$ cat config.mk
export PLATFORM = sky130hd
export DESIGN_NAME = id_exe_stage
export DESIGN_NICKNAME = d
export VERILOG_FILES = /design/src/rtl/id_exe_stage.sv
export SDC_FILE = /design/constraint.sdc
export NUM_CORES = 1
export LEC_CHECK = 0
export ABC_AREA = 1
export CORE_AREA = 2 2 169 88
export CTS_CLUSTER_DIAMETER = 200
export DETAILED_ROUTE_END_ITERATION = 10
export DIE_AREA = 0 0 171 90
export GPL_TIMING_DRIVEN = 0
export PLACE_DENSITY = 0.75
export SLEW_MARGIN = 20
export SYNTH_ARGS = -nofsm -noshare
export SYNTH_HDL_FRONTEND = slang
export SYNTH_SLANG_ARGS = --single-unit
$ cat constraint.sdc
create_clock -name clk -period 2.9 [get_ports clk]
set_input_delay 0.29 -clock clk [delete_from_list [all_inputs] [get_ports clk]]
set_output_delay 0.29 -clock clk [all_outputs]
set_load 0.02 [all_outputs]
$ cat src/rtl/id_exe_stage.sv
`default_nettype none
// ============================================================================
// Module   : id_exe_stage
// Brief    : Decode stage with 4x19 register file, writeback bypass, load-use
//            style hazard stall and the ID/EX pipeline register.
// Revision : 1.0  initial release
// ============================================================================
module id_exe_stage #(
    parameter int DATA_W = 19
) (
    input  logic              clk,
    input  logic              rst,
    input  logic [DATA_W-1:0] InstrD,
    input  logic              InstrValidD,
    output logic              StallF,
    input  logic              RegWriteW,
    input  logic [1:0]        r1W_addr,
    input  logic [DATA_W-1:0] ResultW,
    output logic              RegWriteE,
    output logic              memtoRegE,
    output logic              memwriteE,
    output logic [19:0]       AluControlE,
    output logic              AluSrcE,
    output logic [DATA_W-1:0] RD1_2_dataE,
    output logic [DATA_W-1:0] RD3_dataE,
    output logic [7:0]        addrE,
    output logic [1:0]        r1E_addr,
    output logic              IllegalE
);

    localparam logic [4:0] c_OP_NOP = 5'd0;
    localparam logic [4:0] c_OP_ADD = 5'd1;
    localparam logic [4:0] c_OP_SUB = 5'd2;
    localparam logic [4:0] c_OP_AND = 5'd3;
    localparam logic [4:0] c_OP_OR  = 5'd4;
    localparam logic [4:0] c_OP_LD  = 5'd5;
    localparam logic [4:0] c_OP_ST  = 5'd6;
    localparam logic [4:0] c_OP_FFT = 5'd7;
    localparam logic [4:0] c_OP_ENC = 5'd8;
    localparam logic [4:0] c_OP_DEC = 5'd9;

    logic [DATA_W-1:0] r_regFile [4];

    logic [4:0] w_opcode;
    logic [1:0] w_r1;
    logic [1:0] w_r2;
    logic [1:0] w_r3;
    logic [7:0] w_addr;

    assign w_opcode = InstrD[18:14];
    assign w_r1     = InstrD[13:12];
    assign w_r2     = InstrD[11:10];
    assign w_r3     = InstrD[9:8];
    assign w_addr   = InstrD[7:0];

    logic       w_regWrite;
    logic       w_memtoReg;
    logic       w_memWrite;
    logic [2:0] w_aluCtl;
    logic       w_aluSrc;
    logic       w_illegal;
    logic       w_aluOp;
    logic       w_rd12En;
    logic       w_rd3En;
    logic       w_readR1;
    logic       w_readR2;
    logic       w_readR3;

    always_comb begin
        w_regWrite = 1'b0;
        w_memtoReg = 1'b0;
        w_memWrite = 1'b0;
        w_aluCtl   = 3'd0;
        w_aluSrc   = 1'b0;
        w_illegal  = 1'b0;
        w_aluOp    = 1'b0;
        w_rd12En   = 1'b0;
        w_rd3En    = 1'b0;
        w_readR1   = 1'b0;
        w_readR2   = 1'b0;
        w_readR3   = 1'b0;
        case (w_opcode)
            c_OP_NOP: ;
            c_OP_ADD, c_OP_SUB, c_OP_AND, c_OP_OR: begin
                w_regWrite = 1'b1;
                w_aluCtl   = w_opcode[2:0];
                w_aluOp    = 1'b1;
                w_rd12En   = 1'b1;
                w_rd3En    = 1'b1;
                w_readR2   = 1'b1;
                w_readR3   = 1'b1;
            end
            c_OP_LD: begin
                w_regWrite = 1'b1;
                w_memtoReg = 1'b1;
                w_aluSrc   = 1'b1;
            end
            c_OP_ST: begin
                w_memWrite = 1'b1;
                w_aluSrc   = 1'b1;
                w_rd12En   = 1'b1;
                w_readR1   = 1'b1;
            end
            c_OP_FFT, c_OP_ENC, c_OP_DEC: begin
                w_memWrite = 1'b1;
                w_aluCtl   = (w_opcode == c_OP_FFT) ? 3'd5 :
                             (w_opcode == c_OP_ENC) ? 3'd6 : 3'd7;
                w_rd12En   = 1'b1;
                w_rd3En    = 1'b1;
                w_readR1   = 1'b1;
                w_readR2   = 1'b1;
            end
            default: w_illegal = 1'b1;
        endcase
    end

    // ALU ops read {r2,r3}; memory-side ops read {r1,r2}, so the port address shifts by one field.
    logic [1:0]        w_rd12Addr;
    logic [1:0]        w_rd3Addr;
    logic [DATA_W-1:0] w_rd12Raw;
    logic [DATA_W-1:0] w_rd3Raw;
    logic [DATA_W-1:0] w_rd12;
    logic [DATA_W-1:0] w_rd3;

    assign w_rd12Addr = w_aluOp ? w_r2 : w_r1;
    assign w_rd3Addr  = w_aluOp ? w_r3 : w_r2;
    assign w_rd12Raw  = (RegWriteW && (r1W_addr == w_rd12Addr)) ? ResultW : r_regFile[w_rd12Addr];
    assign w_rd3Raw   = (RegWriteW && (r1W_addr == w_rd3Addr))  ? ResultW : r_regFile[w_rd3Addr];
    assign w_rd12     = w_rd12En ? w_rd12Raw : '0;
    assign w_rd3      = w_rd3En  ? w_rd3Raw  : '0;

    logic w_hazard;

    assign w_hazard = (w_readR1 && (r1E_addr == w_r1)) ||
                      (w_readR2 && (r1E_addr == w_r2)) ||
                      (w_readR3 && (r1E_addr == w_r3));
    assign StallF   = !rst && InstrValidD && RegWriteE && w_hazard;

    always_ff @(posedge clk) begin
        if (rst) begin
            for (int i = 0; i < 4; i++) begin
                r_regFile[i] <= '0;
            end
        end else if (RegWriteW) begin
            r_regFile[r1W_addr] <= ResultW;
        end
    end

    // A bubble clears RegWriteE, which is what guarantees a stall lasts one cycle.
    always_ff @(posedge clk) begin
        if (rst || !InstrValidD || StallF) begin
            RegWriteE   <= 1'b0;
            memtoRegE   <= 1'b0;
            memwriteE   <= 1'b0;
            AluControlE <= '0;
            AluSrcE     <= 1'b0;
            RD1_2_dataE <= '0;
            RD3_dataE   <= '0;
            addrE       <= '0;
            r1E_addr    <= '0;
            IllegalE    <= 1'b0;
        end else begin
            RegWriteE   <= w_regWrite;
            memtoRegE   <= w_memtoReg;
            memwriteE   <= w_memWrite;
            AluControlE <= {17'd0, w_aluCtl};
            AluSrcE     <= w_aluSrc;
            RD1_2_dataE <= w_rd12;
            RD3_dataE   <= w_rd3;
            addrE       <= w_addr;
            r1E_addr    <= w_r1;
            IllegalE    <= w_illegal;
        end
    end

endmodule
`default_nettype wire

# ---- Word-level counts from Yosys, hierarchy flattened
# Memories as Yosys holds them, arrays and structs flattened. A register that Yosys moved wholly into a read port is not among the register bits.
# Cells that the tools add are included.
dict set report op_classes {
  addsub 0
  n_mul 0
  n_div 0
  n_lt_le_gt_ge 0
  eq_ne 12
  n_shift 0
  n_mux 21
  bitwise_logic 2
  reduce_logical 24
}
# cell n
set op_table {}
lappend op_table {{5-bit by 3-bit equality test with 1-bit output, second input constant} 4}
lappend op_table {{19-bit two-way mux} 1}
lappend op_table {{19-bit OR reduction} 1}
lappend op_table {{1-bit two-way mux} 15}
lappend op_table {{5-bit by 2-bit equality test with 1-bit output, second input constant} 2}
lappend op_table {{5-bit by 4-bit equality test with 1-bit output, second input constant} 2}
lappend op_table {{10-bit OR reduction} 1}
lappend op_table {{2-bit two-way mux} 4}
lappend op_table {{4-bit OR reduction} 2}
lappend op_table {{8-bit OR reduction} 1}
lappend op_table {{7-bit OR reduction} 1}
lappend op_table {{2-bit equality test} 3}
lappend op_table {{1-bit logical AND} 6}
lappend op_table {{3-bit one-hot mux with 2 select lines} 1}
lappend op_table {{2-bit OR reduction} 3}
lappend op_table {{5-bit by 1-bit equality test with 1-bit output, second input constant} 1}
lappend op_table {{5-bit zero test} 1}
lappend op_table {{5-bit OR reduction} 1}
lappend op_table {{1-bit logical OR} 4}
lappend op_table {{3-bit OR reduction} 1}
lappend op_table {{1-bit zero test} 2}
lappend op_table {{1-bit NOT} 2}
dict set report word_totals {
  regBits 35
  latch_bits 0
  ram_bits 76
  romBits 0
  input_bits 44
  out_inout_bits 74
  memories 1
}
# name depth width rd rd_clocked_by_memory_dff write_ports line
set memory_table {}
lappend memory_table {r_regFile 4 19 2 2 4 42} ;# logic [DATA_W-1:0] r_regFile [4];

# ---- Depth between registers and ports, before layout
# Gate-level depths: netlist (run 1).
dict set report logic_depth {
  depth_word 9
  ltp_mapped 14
  ltp_nobuf 11
}

# ---- Worst setup path after synthesis (run 1)
# Ideal clock, no wire load.
dict set report synth_path {
  path_kind {input-to-reg}
  startpoint {input port rst}
  endpoint {memory r_regFile[3][0], enable pin}
  setup_ns 0.419
  arrival_ns 1.877
  t_required_ns 2.481
  slack_ns 0.604
  path_stages 4
  path_buffers 0
  path_cell_list {inv_2 -> nand2_1 -> nor2_1 -> nor3_1}
}
# item line
set synth_lines {}
lappend synth_lines {{from (decl)} 12} ;# input logic rst,
lappend synth_lines {{to (decl)} 42}

# ---- Worst setup path after layout (run 1)
dict set report layout_path {
  startpoint {input port InstrD[15]}
  endpoint {output port StallF}
}
dict set report layout_between {
  elab_chain_len 7
  elab_cells_between_ends 20
}
# item line
set layout_lines {}
lappend layout_lines {{from (decl)} 13} ;# input logic [DATA_W-1:0] InstrD,
lappend layout_lines {{5-bit by 3-bit equality test with 1-bit output (tied with other cells)} 82} ;# case (w_opcode)
lappend layout_lines {{7-bit OR reduction (no line) or 4-bit OR reduction (tied branches)} --}
lappend layout_lines {{1-bit two-way mux} 82}
lappend layout_lines {{1-bit logical AND, on equally long branches} {135, 134}}
lappend layout_lines {{1-bit logical OR} 134} ;# assign w_hazard = (w_readR1 && (r1E_addr == w_r1)) ||
lappend layout_lines {{1-bit logical OR (*)} 135} ;# (w_readR2 && (r1E_addr == w_r2)) ||
lappend layout_lines {{1-bit logical AND (*)} 137} ;# assign StallF = !rst && InstrValidD && RegWriteE && w_hazard;
lappend layout_lines {{to (decl)} 15} ;# output logic StallF,
# Every way passes the cells marked *; elsewhere a longest branch is shown, timed or not.

==> results of run 1 <==
-- layer usage --
| metal | global-route usage | part of all wire |
|---|---|---|
| met3 | 0.126 | 0.18 |
| met2 | 0.299 | 0.33 |
| met4 | 0.0445 | 0.0068 |
| met5 | 0 | 0 |
| met1 | 0.489 | 0.49 |
-- worst register-to-register path, stage by stage (launching register included) --
cell,delay [ns]
dfxtp_1,0.44
xor2_1,0.18
nor3_1,0.07
nand2_1,0.07
nand3_1,0.09
nand2_2,0.12
nand3_2,0.21
buf_2,0.26
a21oi_1,0.23
-- Yosys cell counts --
master	n
inv_1	117
nand4_2	1
nand2_1	187
nor2_4	1
conb_1	1
buf_2	32
edfxtp_1	76
clkbuf_1	6
xor2_1	1
nor2_2	3
a21oi_1	41
nand3_1	207
buf_6	7
nand3_2	4
nor3_1	3
and3_1	1
xnor2_1	4
nand4_1	2
nand2_2	8
buf_4	26
inv_2	4
nor2_1	102
dfxtp_1	56
-- where the power goes --
part	leakage (nW)	switching, mW	internal [mW]	total [mW]
clock	0.302	0.893	1.53	2.42
combinational	2.56	0.616	0.316	0.932
sequential	1.19	0.0313	2.09	2.12
-- area by class of cell --
type,instances,area (µm²),share of cell area
clock inverters,15,229,0.0259
multi-input cells,582,2610,0.295
repair buffers,102,1020,0.115
inverters,121,454,0.0514
plain buffers,71,457,0.0516
well taps,198,248,0.0280
flip-flops and latches,132,3400,0.385
clock buffers,17,425,0.0481
-- cell usage in the layout (no fill, tap or decap), types with 28 or more instances in the layout --
| master | synthesis | final |
|---|---|---|
| a21oi_1 | 41 | 41 |
| buf_2 | 32 | 32 |
| buf_4 | 26 | 28 |
| clkdlybuf4s50_1 | 0 | 100 |
| dfxtp_1 | 56 | 56 |
| edfxtp_1 | 76 | 76 |
| inv_1 | 117 | 117 |
| nand2_1 | 187 | 187 |
| nand3_1 | 207 | 207 |
| nor2_1 | 102 | 101 |
-- how the worst min path moves through the flow --
stage | from | endpoint | slack, ns | cells after the start
after floorplan | InstrD[0] | addrE[0]$_SDFF_PP0_ | 0.40 | 2
after global placement | RegWriteE$_SDFF_PP0_ | r1E_addr[1]$_SDFF_PP0_ | 0.71 | 3
after detailed placement | RegWriteE$_SDFF_PP0_ | memtoRegE$_SDFF_PP0_ | 0.71 | 3
after CTS | InstrD[7] | addrE[7]$_SDFF_PP0_ | 0.39 | 3
after global routing | InstrD[1] | addrE[1]$_SDFF_PP0_ | 0.41 | 3
final | InstrD[7] | addrE[7]$_SDFF_PP0_ | 0.39 | 3
-- cell families (layout without fill, tap and decap cells) --
logic type / count (synthesis) / in the layout
other cells: 1 / 17
compound gates: 41 / 41
flops: 132 / 132
xor+xnor: 5 / 5
simple gates: 519 / 519
buf+inv: 192 / 326
-- stage by stage --
step                      power [mW]  TNS [ns]  cells  worst slack [ns]  utilization
after CTS                       5.42         0   1238            0.0814        0.629
after floorplan                 2.72         0    906             0.604            -
after global placement          3.02    -15.94   1204            -0.840        0.581
after global routing            5.64         0   1238            0.0419        0.630
after detailed placement        3.04   -0.0278   1206          -0.00230        0.583
final                           5.48         0   1238             0.147        0.630
-- state kept, by name, summed over array words and instances (netlist names) --
signal and cells:
AluControlE 3, AluSrcE 1, IllegalE 1, RD1_2_dataE 19, RD3_dataE 19, RegWriteE 1, addrE 8, memtoRegE 1
memwriteE 1, r1E_addr 2, r_regFile 76
==> qor.yml, run 1 <==
synth:
  synth_cell_type_count: 23
  synth_area_leaders: "edfxtp_1 (33%), dfxtp_1 (16%), nand3_1 (15%)"
  synth-seq-area-share: 0.497
  yosys.area_share.adder: 0
  synth_top_cell_by_area: "edfxtp_1"
  ys_seq_elements: 132
  syn_area_mm2: 0.00685
  synth_compound_area_frac: 0.0299
  syn_avg_cell_area_um2: 7.70
  ys_warn_count: 0
  synthCells: 890
  muxShareOfSynthArea: 0
  synth_xor_xnor_area_share: 0.00639
  synthSimpleGateAreaFrac: 0.334
  synth_top_family_by_area: "simple AND/OR/NAND/NOR gates"
  synth_top_area_frac: 0.333
power_and_ir_drop:
  ir_worst_vdd_mv: 0.350
  cellLeakagePower_nw: 4.06
  p_per_area_mw_per_mm2: 619
worst_setup_path:
  max_stage_delay_ns: 0.61
  end_kind: "output port"
  reg2reg_to: "RD3_dataE[6]$_SDFF_PP0_"
  cp_common_cell: "clkdlybuf4s50_1"
  worstSetupStartpointType: "input port"
  rr_worst_depth: 8
  arrival_ns: 2.46
  path_class: "in -> out"
  r2r_slack_ns: 1.14
  crit_end: "StallF"
  worstPathCellList: "clkdlybuf4s50_1 > nor2_2 > nand3_2 > buf_6 > nand4_2 > nand2_1 > nand3_1 > nand2_2 > nor2_1 > clkdlybuf4s50_1"
  path_depth: 10
  path_buf_inv: 3
  path_max_fanout: 10
  rr_startpoint: "r1E_addr[1]$_SDFF_PP0_"
  setup.worst_path.start: "InstrD[15]"
  slowest_stage: "clkdlybuf4s50_1"
  cp_top_family: "buffers and inverters"
  required_ns: 2.61
place:
  post-dp-hpwl_um: 16000
  gp_congestion: 0.923
  place_area_mm2: 0.00818
  io_buffers: 100
route:
  vias: 6588
  via_per_inst: 5.32
  drt_wl_total_um: 21500
  dr.pass1.iters: 6
  drtAntennaViolNets: 0
  drc_errors: 0
  drt_iter0_drc: 1283
  routedWlPerCell_um: 17.4
clock_network:
  cts-root-buf: "clkbuf_16"
  cts_made_buffers: 17
  hold_buffers: 0
  clock_latency_ns: 0.42
  cts_sinks: 132
  cts_resized: 0
  cts_tree: "done"
  htreeDepth: 4
  clock_path_buffers: 2
  postCtsSetupBuffers: 0
  path_clk_slew_ns: 0.06
floorplanning:
  die_h_um: 90
  die_area_mm2: 0.0154
  die_w_um: 171
  start_util: 0.488
  core_area_mm2: 0.0140
  io_pins: 118
  row_count: 31
job:
  maxCapViolCount: 0
sta:
  holdWs_ns: 0.392
  min_period_over_period: 0.949
  fmax_mhz: 363
  layout_min_cycle_time_ns: 2.75
  finalSetupViolCount: 0
  worst_pin_slew_ns: 0.761
  skew_ns: 0.00695
  finalHoldViolCount: 0
  rsz0062_at_grt: "no"
  relSlewSlack: 0.492
  drv_slew: 0
global_routing:
  grt_pass1_wl_um: 32800
  antenna_found_initial: 0
  grt_pass1_vias: 5700
  grt-ovfl-total: 0
  grt_max_degree: 20
  grt_usage: 0.283
final_layout:
  antennaDiodeCount: 0
  drive_gt1_frac: 0.118
  area_growth_pct: 29.0
  fillCellCount: 1273
  fin_area_mm2: 0.00884
  fin_nets: 1071
status:
  status: "complete, no violations"
hold_path:
  worstHoldPathType: "in -> reg"
No activity file was read; power rests on OpenSTA's default activity.
==> run 2, diff against run 1 <==
--- a/config.mk
+++ b/config.mk
@@ -11,6 +11,7 @@
 export DETAILED_ROUTE_END_ITERATION = 10
 export DIE_AREA = 0 0 171 90
 export GPL_TIMING_DRIVEN = 0
+export MAX_ROUTING_LAYER = met4
 export PLACE_DENSITY = 0.75
 export SLEW_MARGIN = 20
 export SYNTH_ARGS = -nofsm -noshare
==> qor.yml, run 2 (synthesized netlist as in run 1, its figures left out) <==
status:
  status: "complete, no violations"
clock_network:
  cts_tree: "done"
  postCtsSetupBuffers: 0  # unchanged
  cts_made_buffers: 17  # unchanged
  cts-root-buf: "clkbuf_16"
  clock_path_buffers: 2  # unchanged
  cts_sinks: 132  # unchanged
  clock_latency_ns: 0.43  # about the same
  path_clk_slew_ns: 0.06  # about the same
  htreeDepth: 4  # unchanged
worst_setup_path:
  path_class: "in -> out"
  end_kind: "output port"
  slowest_stage: "clkdlybuf4s50_1"
  rr_worst_depth: 8  # unchanged
  worstPathCellList: "clkdlybuf4s50_1 > nor2_2 > nand3_2 > buf_6 > nand4_2 > nand2_1 > nand3_1 > nand2_2 > nor2_1 > clkdlybuf4s50_1"
  cp_common_cell: "clkdlybuf4s50_1"
  required_ns: 2.61  # about the same
  worstSetupStartpointType: "input port"
  arrival_ns: 2.43  # -0.03 ns
  path_max_fanout: 10  # unchanged
  r2r_slack_ns: 1.19  # +0.05 ns
  cp_top_family: "buffers and inverters"
  max_stage_delay_ns: 0.60  # about the same
  path_buf_inv: 3  # unchanged
  reg2reg_to: "RD3_dataE[6]$_SDFF_PP0_"
  rr_startpoint: "r1E_addr[1]$_SDFF_PP0_"
floorplanning:
  io_pins: 118  # unchanged
  core_area_mm2: 0.0140  # unchanged
  die_area_mm2: 0.0154  # unchanged
  start_util: 0.488  # unchanged
  row_count: 31  # unchanged
  die_w_um: 171  # unchanged
  die_h_um: 90  # unchanged
route:
  drc_errors: 0  # unchanged
  vias: 6542  # -0.70%
  via_per_inst: 5.28  # -0.70%
  routedWlPerCell_um: 17.5  # +0.92%
  drt_wl_total_um: 21700  # +0.92%
  dr.pass1.iters: 6  # unchanged
  drtAntennaViolNets: 0  # unchanged
  drt_iter0_drc: 1245  # -3.0%
place:
  numPlacedInstances: 1205  # -0.083%
  place_area_mm2: 0.00818  # about the same
  gp_congestion: 0.938  # +1.6%
  io_buffers: 100  # unchanged
  post-dp-hpwl_um: 16200  # +1.6%
hold_path:
  hp-start: "InstrD[7]"
  worstHoldPathType: "in -> reg"
  hold_depth: 3  # unchanged
  holdPathEnd: "addrE[7]$_SDFF_PP0_"
global_routing:
  grt_usage: 0.297  # +0.0140
  grt-ovfl-total: 0  # unchanged
  grt_pass1_vias: 5669  # -0.54%
  grt_pass1_wl_um: 32900  # +0.38%
  antenna_found_initial: 0  # unchanged
  grt_max_degree: 20  # unchanged
final_layout:
  largest_reg_flops: 76  # unchanged
  fin_area_mm2: 0.00879  # -0.59%
  layout_commonest_cell: "nand3_1"
  finalNonFillerCells: 1238  # unchanged
  reg_top3: "r_regFile: 76 flops, RD1_2_dataE: 19 flops, RD3_dataE: 19 flops"
  final_cell_mix: "nand3_1 (207), nand2_1 (187), inv_1 (117)"
  finish.utilization: 0.626  # -0.00374
  drive_gt1_frac: 0.116  # -0.00181
  regMostFlops: "r_regFile"
  area_growth_pct: 28.3
  fillCellCount: 1237  # -2.8%
  fin_nets: 1070  # -0.093%
sta:
  skew_ns: 0.0100  # +0.00310 ns
  worst_pin_slew_ns: 0.801  # +0.0406 ns
  relSlewSlack: 0.463  # -0.0288
  finalHoldViolCount: 0  # unchanged
  layout_min_cycle_time_ns: 2.72  # -0.0288 ns
  drv_slew: 0  # unchanged
  rsz0062_at_grt: "no"
  fmax_mhz: 367  # +1.1%
  min_period_over_period: 0.939  # -0.00993
  finalSetupViolCount: 0  # unchanged
job:
  maxCapViolCount: 0  # unchanged
power_and_ir_drop:
  cellLeakagePower_nw: 4.04  # -0.29%
  ir_worst_vdd_mv: 0.336  # -3.9%
  p_per_area_mw_per_mm2: 602  # -2.8%
-- run 2: worst max-delay path by stage --
stage | slack [ns] | startpoint | depth (start not counted) | endpoint
2_1_floorplan | 0.60 | rst | 4 | r_regFile[3][0]$_DFFE_PP_
3_3_place_gp | -0.85 | rst | 5 | r_regFile[3][5]$_DFFE_PP_
3_5_place_dp | -0.06 | rst | 7 | r_regFile[0][2]$_SDFFCE_PN0P_
4_1_cts | 0.07 | InstrD[16] | 10 | StallF
5_1_grt | 0.02 | InstrD[16] | 10 | StallF
6_report | 0.18 | InstrD[15] | 10 | StallF
-- run 2: repair_timing --
item | in CTS | in global routing
resized for setup | 0 | 2
setup endpoints to repair | 0 | 1
endpoints found under the hold margin | 0 | 0
hold buffers | 0 | 0
-- run 2: where the power goes --
part           leakage [nW]  internal, mW  total [mW]  switching (mW)
clock network         0.295          1.36        2.24           0.881
logic                  2.56         0.314       0.936           0.623
registers              1.19          2.09        2.12          0.0301
total                  4.04          3.76        5.29            1.53
-- run 2: final cells by class --
cell class / instances / area [µm²] / area share
diodes: 1 / 2.50 / 0.000285
plain buffers: 71 / 457 / 0.0519
clock buffers: 17 / 425 / 0.0484
clock inverters: 15 / 181 / 0.0206
inverters: 121 / 454 / 0.0517
multi-input cells: 582 / 2610 / 0.297
flip-flops and latches: 132 / 3400 / 0.387
well taps: 198 / 248 / 0.0282
repair buffers: 101 / 1010 / 0.115
-- run 2: worst min-delay path: cells and delay by family --
kind                   cells  cell delay, ns
buffers and inverters      2            0.45
and+or+nand+nor            1            0.03
-- run 2: metal layers --
layer	GRT usage	up-vias	part of all wire
li1	-	3095	-
met1	0.487	2895	0.48
met2	0.304	525	0.32
met3	0.145	27	0.19
met4	0.0516	0	0.0083
met5	-	-	0
-- run 2: stage by stage --
| stage | power (mW) | setup WS (ns) | hold WS, ns | TNS [ns] |
|---|---|---|---|---|
| floorplan | 2.72 | 0.604 | 0.402 | 0 |
| global placement | 3.02 | -0.848 | 0.713 | -16.09 |
| detailed placement | 3.04 | -0.0598 | 0.711 | -1.12 |
| CTS | 5.24 | 0.0738 | 0.379 | 0 |
| global route | 5.46 | 0.0165 | 0.406 | 0 |
| finish | 5.29 | 0.176 | 0.384 | 0 |
